[src/rtl/alu16_seq.sv]
// Runs 16-bit ALU requests through the shared 8-bit ALU in two chained byte passes.
// Optional single-byte requests are enabled with the ALU16_SEQ_BYTE_EN macro.
module alu16_seq #(
    parameter logic LOGIC_CARRY_CLEAR = 1'b1
) (
    input  logic        clk,
    input  logic        reset_n,
    input  logic        req_valid,
    output logic        req_ready,
    input  logic [2:0]  req_op,
    input  logic [15:0] req_a,
    input  logic [15:0] req_b,
    input  logic        req_c,
`ifdef ALU16_SEQ_BYTE_EN
    input  logic        req_byte,
`endif
    output logic        rsp_valid,
    input  logic        rsp_ready,
    output logic [15:0] rsp_result,
    output logic        rsp_z,
    output logic        rsp_n,
    output logic        rsp_c,
    output logic [4:0]  alu_inst,
    output logic [15:0] alu_op0,
    output logic [15:0] alu_op1,
    output logic        alu_c_in,
    input  logic [15:0] alu_result,
    input  logic        alu_c
);

    localparam logic [2:0] OP_ADD = 3'd0;
    localparam logic [2:0] OP_ADC = 3'd1;
    localparam logic [2:0] OP_SUB = 3'd2;
    localparam logic [2:0] OP_SBC = 3'd3;
    localparam logic [2:0] OP_AND = 3'd4;
    localparam logic [2:0] OP_OR  = 3'd5;
    localparam logic [2:0] OP_XOR = 3'd6;
    localparam logic [2:0] OP_SRL = 3'd7;

    // ALU encodings: ADD=0 ADC=1 SUB=2 SBC=3 AND=4 OR=5 XOR=6 SRL=7 SLL=8 PASS=9 PASSW=10
    localparam logic [4:0] ALU_ADD  = 5'd0;
    localparam logic [4:0] ALU_ADC  = 5'd1;
    localparam logic [4:0] ALU_SUB  = 5'd2;
    localparam logic [4:0] ALU_SBC  = 5'd3;
    localparam logic [4:0] ALU_AND  = 5'd4;
    localparam logic [4:0] ALU_OR   = 5'd5;
    localparam logic [4:0] ALU_XOR  = 5'd6;
    localparam logic [4:0] ALU_SRL  = 5'd7;
    localparam logic [4:0] ALU_PASS = 5'd9;

    typedef enum logic [1:0] {IDLE, P1, P2, DONE} state_t;

    state_t      state_q, state_d;
    logic [2:0]  op_q, op_d;
    logic [15:0] a_q, a_d;
    logic [15:0] b_q, b_d;
    logic        c_q, c_d;
    logic [7:0]  first_q, first_d;
    logic        carry_q, carry_d;
    logic        req_ready_q, req_ready_d;
    logic        rsp_valid_q, rsp_valid_d;
    logic [15:0] rsp_result_q, rsp_result_d;
    logic        rsp_z_q, rsp_z_d;
    logic        rsp_n_q, rsp_n_d;
    logic        rsp_c_q, rsp_c_d;
    logic        single_pass;

    logic        is_srl;
    logic        is_logic;
    logic        hi_first;
    logic        in_p1;
    logic        use_hi;
    logic [7:0]  a_byte;
    logic [7:0]  b_byte;
    logic        pass_c;
    logic [7:0]  second_byte;
    logic [15:0] result16;
    logic        unused_alu_hi;

    assign unused_alu_hi = ^alu_result[15:8];

`ifdef ALU16_SEQ_BYTE_EN
    logic byte_q, byte_d;
    assign single_pass = byte_q;
`else
    assign single_pass = 1'b0;
`endif

    // SRL walks high byte first so its P1 carry-out (a[8]) can be OR-ed into the low byte.
    always_comb begin
        is_srl   = (op_q == OP_SRL);
        is_logic = (op_q == OP_AND) || (op_q == OP_OR) || (op_q == OP_XOR);
        hi_first = is_srl && !single_pass;
        in_p1    = (state_q == P1);
        use_hi   = in_p1 ? hi_first : !hi_first;
        a_byte   = use_hi ? a_q[15:8] : a_q[7:0];
        b_byte   = use_hi ? b_q[15:8] : b_q[7:0];
        pass_c   = is_srl ? a_q[0] : (is_logic ? (LOGIC_CARRY_CLEAR ? 1'b0 : c_q) : alu_c);

        alu_inst = ALU_PASS;
        alu_op0  = 16'h0000;
        alu_op1  = 16'h0000;
        alu_c_in = 1'b0;
        if (state_q == P1 || state_q == P2) begin
            alu_op0 = {8'h00, a_byte};
            alu_op1 = is_srl ? 16'h0000 : {8'h00, b_byte};
            case (op_q)
                OP_ADD: begin
                    alu_inst = in_p1 ? ALU_ADD : ALU_ADC;
                    alu_c_in = in_p1 ? 1'b0 : carry_q;
                end
                OP_ADC: begin
                    alu_inst = ALU_ADC;
                    alu_c_in = in_p1 ? c_q : carry_q;
                end
                OP_SUB: begin
                    alu_inst = in_p1 ? ALU_SUB : ALU_SBC;
                    alu_c_in = in_p1 ? 1'b0 : carry_q;
                end
                OP_SBC: begin
                    alu_inst = ALU_SBC;
                    alu_c_in = in_p1 ? c_q : carry_q;
                end
                OP_AND:  alu_inst = ALU_AND;
                OP_OR:   alu_inst = ALU_OR;
                OP_XOR:  alu_inst = ALU_XOR;
                default: alu_inst = ALU_SRL;
            endcase
        end

        second_byte = alu_result[7:0] | {is_srl & a_q[8], 7'b0000000};
        result16    = hi_first ? {first_q, second_byte} : {second_byte, first_q};
    end

    always_comb begin
        state_d      = state_q;
        op_d         = op_q;
        a_d          = a_q;
        b_d          = b_q;
        c_d          = c_q;
        first_d      = first_q;
        carry_d      = carry_q;
        rsp_valid_d  = rsp_valid_q;
        rsp_result_d = rsp_result_q;
        rsp_z_d      = rsp_z_q;
        rsp_n_d      = rsp_n_q;
        rsp_c_d      = rsp_c_q;
`ifdef ALU16_SEQ_BYTE_EN
        byte_d       = byte_q;
`endif
        case (state_q)
            IDLE: begin
                if (req_valid && req_ready_q) begin
                    op_d    = req_op;
                    a_d     = req_a;
                    b_d     = req_b;
                    c_d     = req_c;
`ifdef ALU16_SEQ_BYTE_EN
                    byte_d  = req_byte;
`endif
                    state_d = P1;
                end
            end
            P1: begin
                first_d = alu_result[7:0];
                carry_d = alu_c;
                if (single_pass) begin
                    rsp_result_d = {8'h00, alu_result[7:0]};
                    rsp_z_d      = (alu_result[7:0] == 8'h00);
                    rsp_n_d      = alu_result[7];
                    rsp_c_d      = pass_c;
                    rsp_valid_d  = 1'b1;
                    state_d      = DONE;
                end else begin
                    state_d      = P2;
                end
            end
            P2: begin
                rsp_result_d = result16;
                rsp_z_d      = (result16 == 16'h0000);
                rsp_n_d      = result16[15];
                rsp_c_d      = pass_c;
                rsp_valid_d  = 1'b1;
                state_d      = DONE;
            end
            default: begin
                if (rsp_valid_q && rsp_ready) begin
                    rsp_valid_d = 1'b0;
                    state_d     = IDLE;
                end
            end
        endcase
        req_ready_d = (state_d == IDLE);
    end

    // Reset drops any in-flight request; ready stays low until the first edge after release.
    always_ff @(posedge clk) begin
        if (!reset_n) begin
            state_q      <= IDLE;
            op_q         <= 3'd0;
            a_q          <= 16'h0000;
            b_q          <= 16'h0000;
            c_q          <= 1'b0;
            first_q      <= 8'h00;
            carry_q      <= 1'b0;
            req_ready_q  <= 1'b0;
            rsp_valid_q  <= 1'b0;
            rsp_result_q <= 16'h0000;
            rsp_z_q      <= 1'b0;
            rsp_n_q      <= 1'b0;
            rsp_c_q      <= 1'b0;
`ifdef ALU16_SEQ_BYTE_EN
            byte_q       <= 1'b0;
`endif
        end else begin
            state_q      <= state_d;
            op_q         <= op_d;
            a_q          <= a_d;
            b_q          <= b_d;
            c_q          <= c_d;
            first_q      <= first_d;
            carry_q      <= carry_d;
            req_ready_q  <= req_ready_d;
            rsp_valid_q  <= rsp_valid_d;
            rsp_result_q <= rsp_result_d;
            rsp_z_q      <= rsp_z_d;
            rsp_n_q      <= rsp_n_d;
            rsp_c_q      <= rsp_c_d;
`ifdef ALU16_SEQ_BYTE_EN
            byte_q       <= byte_d;
`endif
        end
    end

    assign req_ready  = req_ready_q;
    assign rsp_valid  = rsp_valid_q;
    assign rsp_result = rsp_result_q;
    assign rsp_z      = rsp_z_q;
    assign rsp_n      = rsp_n_q;
    assign rsp_c      = rsp_c_q;

endmodule

[config.mk]
export PLATFORM = sky130hd
export DESIGN_NAME = alu16_seq
export DESIGN_NICKNAME = d
export VERILOG_FILES = /design/src/rtl/alu16_seq.sv
export SDC_FILE = /design/constraint.sdc
export NUM_CORES = 1
export LEC_CHECK = 0
export BUFFER_PORTS_ARGS = -buffer_cell sky130_fd_sc_hd__buf_4
export CAP_MARGIN = 20
export CORE_AREA = 2 2 86 88
export CTS_BUF_LIST = sky130_fd_sc_hd__clkbuf_4 sky130_fd_sc_hd__clkbuf_8
export DETAILED_ROUTE_END_ITERATION = 10
export DIE_AREA = 0 0 88 90
export GPL_TIMING_DRIVEN = 0
export HOLD_SLACK_MARGIN = 0.12
export PLACE_DENSITY = 0.81
export RECOVER_POWER = 100
export REMOVE_ABC_BUFFERS = 1
export SLEW_MARGIN = 40
export SYNTH_ARGS = -nofsm -noshare
export SYNTH_HDL_FRONTEND = slang
export SYNTH_SLANG_ARGS = --single-unit
[constraint.sdc]
create_clock -name clk -period 1.6 [get_ports clk]
set_input_delay 0.24 -clock clk [delete_from_list [all_inputs] [get_ports clk]]
set_output_delay 0.24 -clock clk [all_outputs]
set_load 0.005 [all_outputs]
==> impl_summary.md <==
Placement
In this run the tool buffered the top-level ports with 90 buffer cells. At the end of routability-driven placement, the weighted congestion stood at 0.751. Before CTS, the worst setup slack after placement is -578 ps. After legalization and detailed placement, the total HPWL measured 4.75 mm.

The instance area after placement is 3780 um2.

Clocking
The CTS clock-pin slew for the worst setup and hold paths is 70 ps. The longest clock path from root to sink contains 2 buffers. For the worst-skew pair, the clock arrives at the later sink with an insertion delay of 340 ps. In this run the number of H-tree levels came out at 3. Clock tree synthesis selected as its root buffer the cell clkbuf_8. Buffers inserted during clock tree synthesis total 9. The tree built by TritonCTS fans out to 67 sinks.

TritonCTS built the clock tree. The post-cts hold buffer count is 0.

Yosys
The synthesized design contains 0 enable-type register cells. Each instance of the synthesized netlist takes up on average 8.13 um2. The mapped cell area is 3150 um2. Synthesis produced 388 cells.

The cell taking the most area after synthesis is dfxtp_1. Synthesis instantiated 34 different standard cells from the library. In the synthesized netlist the dominant register cell turns out to be dfxtp_1. The sequential area share after synthesis is 0.425. After synthesis the netlist holds a flip-flop and latch count of 67. The async set-or-reset flop fraction in the synthesized netlist is 0.

In the post-synthesis netlist, the biggest area contributors are dfxtp_1, nand2_1, a21boi_0, mux2i_1, buf_4. The number of warnings issued by yosys is 0. The top-area cell type share of the netlist area is 0.425.

Route
The length of the first detailed-routing pass in iterations is 4. The final routed DRC violation total is 0. The routed layout has 2916 vias. The total detailed-routing wirelength is 8.11 mm. The violation count after the first detailed-routing iteration is 113. Dividing the detail-routed wire length by the instance count gives 13.9 um. The post-detailed-route count of antenna-violating nets is 0.

The via count normalized by instance count is 4.98.

Finish
The most frequent standard cell in the layout excluding fill and tap cells is nand2_1. The number of fill cells is 625. The number of nets in the layout is 542.

The fraction of layout cells with a size suffix above 1 is 0.331. The number of antenna diodes in the final layout is 0. The area growth from synthesis to layout is 40.8%. The final design instance area without fill is 4440 um2. In the layout the commonest cells are nand2_1, buf_4, dfxtp_1, a21boi_0, clkbuf_4.

Power
The cell area power density is 1500 nW/um2. The reported leakage power is 1.76 nW. VDD sags by at most 769 uV.

Critical path
For this design, the slowest cell found on the critical path is dfxtp_4. The critical path launch point type is a register. STA puts the critical path data arrival time at 1640 ps. The largest fanout on the critical path is 6.

The worst setup path is captured at an output pin. The category of the most critical setup path is reg2out. Walking the worst path, the cells encountered are inv_4 > ha_4 > inv_2 > or3_1 > buf_4. The setup slack of the most critical reg-to-reg path is -50 ps.

For the worst setup path, the data required time is 1360 ps. The maximum cell stage delay along the critical path is 390 ps.

Die
The floorplan step defined a core boundary enclosing 7020 um2. The die covers 7920 um2. The die outline width is 88 um. The initial core utilization is 0.449. The floorplan has 31 rows. The number of placed I/O pins is 116.

The die boundary height is 90 um.

Timing
The ratio of final minimum period to clock period is 1.17. The max-slew violation total from the final report came to 0. Timing would allow up to 533 MHz. The shortest clock period the worst path allows after layout is 1880 ps.

The hold violation total from the final report is 0. In this run the tightest slew margin relative to its limit is 0.616. The final sum of negative setup slack is -4690 ps. The slew at the pin closest to its max-slew limit is 576 ps. The worst-case clock skew is 6.76 ps. Once routing completed, OpenROAD measured the worst setup slack at -275 ps. Setup repair after global routing could not meet its margin everywhere. Setup violations remaining at the end of the flow were counted as 23.

Run
Across the run, the number of max-cap violations was 0.

Status
The run finished, with violations left. The checks that failed: setup timing.

GRT
For this run, the total global-route usage over all layers was measured as 0.200. Entering global routing, the biggest net connects 70 pins. The initial antenna violation count came to 0. The via count of the first global-routing pass is 2697. The first global-routing pass estimated 12.4 mm of wire. The overflow left after global routing is 0.

Worst hold path
In this run the worst hold path is classified as in2reg.
-- per-layer routing --
layer	part of all wire	GRT usage
met1	0.41	0.248
met2	0.52	0.335
met3	0.054	0.0422
met4	0.017	0.0756
met5	0	0
-- timing repair --
item	4_1_cts	5_1_grt
resized for setup	44	19
pin swaps	8	2
setup endpoints to repair	64	22
gates cloned	0	1
setup buffers	15	4
-- cells by family (layout without fill, tap and decap cells) --
logic type | count (synthesis) | in the layout | synth area share
AND/OR/NAND/NOR | 164 | 164 | 0.220
AO/OA/AOI/OAI | 80 | 80 | 0.173
flip-flops | 67 | 67 | 0.425
buffers and inverters | 47 | 129 | 0.0798
multiplexers | 24 | 24 | 0.0762
adder cells (fa/ha/maj) | 4 | 4 | 0.0159
other | 1 | 17 | 0.00119
XOR/XNOR | 1 | 1 | 0.00873
-- synth_stat cells, types with 2 or more instances --
library cell	instances
a21boi_0	38
clkbuf_1	17
nand3_1	4
nor2_1	11
buf_4	18
a21oi_1	2
mux2i_1	24
dfxtp_1	67
a31oi_1	17
o21ai_0	16
buf_2	6
buf_1	3
nor4b_1	2
ha_1	4
nand2_1	123
nor2b_1	12
nor3_1	2
inv_1	3
and3_1	2
and2_1	3
-- cell type report --
type	count	area (um2)	area share
sequential	67	1360	0.305
clock buffer	12	159	0.0358
clock inverter	4	72.6	0.0163
inverter	3	16.3	0.00366
timing repair buffer	110	918	0.207
multi-input combinational	290	1800	0.404
tap	99	124	0.0279
-- flip-flops by register name, indices dropped and copies added, names as in the netlist --
signal,cells
a_q,16
state_q,2
c_q,1
first_q,8
rsp_z,1
rsp_valid,1
carry_q,1
op_q,3
rsp_result,16
rsp_c,1
req_ready,1
b_q,16
-- where the power goes --
| part | internal (W) | total, W | switching, W |
|---|---|---|---|
| clock | 0.000978 | 0.00162 | 0.000641 |
| combinational | 0.00138 | 0.00272 | 0.00134 |
| sequential | 0.00207 | 0.00233 | 0.000262 |
-- path summary, 6_finish.rpt --
check	startpoint	end	depth (start not counted)
worst max-delay path	state_q[0]	alu_inst[0]	5
worst min-delay path	req_op[0]	op_q[0]	3
worst max register to register	state_q[0]	rsp_result[7]	6
worst min register to register	a_q[6]	a_q[6]	2
-- per-stage QoR --
| stage | utilization | power (W) | std cells | hold slack (ps) |
|---|---|---|---|---|
| 3_3_place_gp | 0.537 | 0.00413 | 549 | 451 |
| 2_1_floorplan | - | 0.00336 | 360 | 357 |
| 5_1_grt | 0.633 | 0.00706 | 585 | 147 |
| 4_1_cts | 0.616 | 0.00643 | 580 | 142 |
| 6_report | 0.633 | 0.00667 | 585 | 147 |
| 3_5_place_dp | 0.539 | 0.00420 | 549 | 458 |
-- worst max-delay path: cells and delay by family (launching register included) --
family | cells | cell delay [ps]
AND/OR/NAND/NOR | 1 | 310
flip-flops | 1 | 390
adder cells (fa/ha/maj) | 1 | 340
buffers and inverters | 3 | 250
Note: power is estimated with default switching activity, not from simulation.
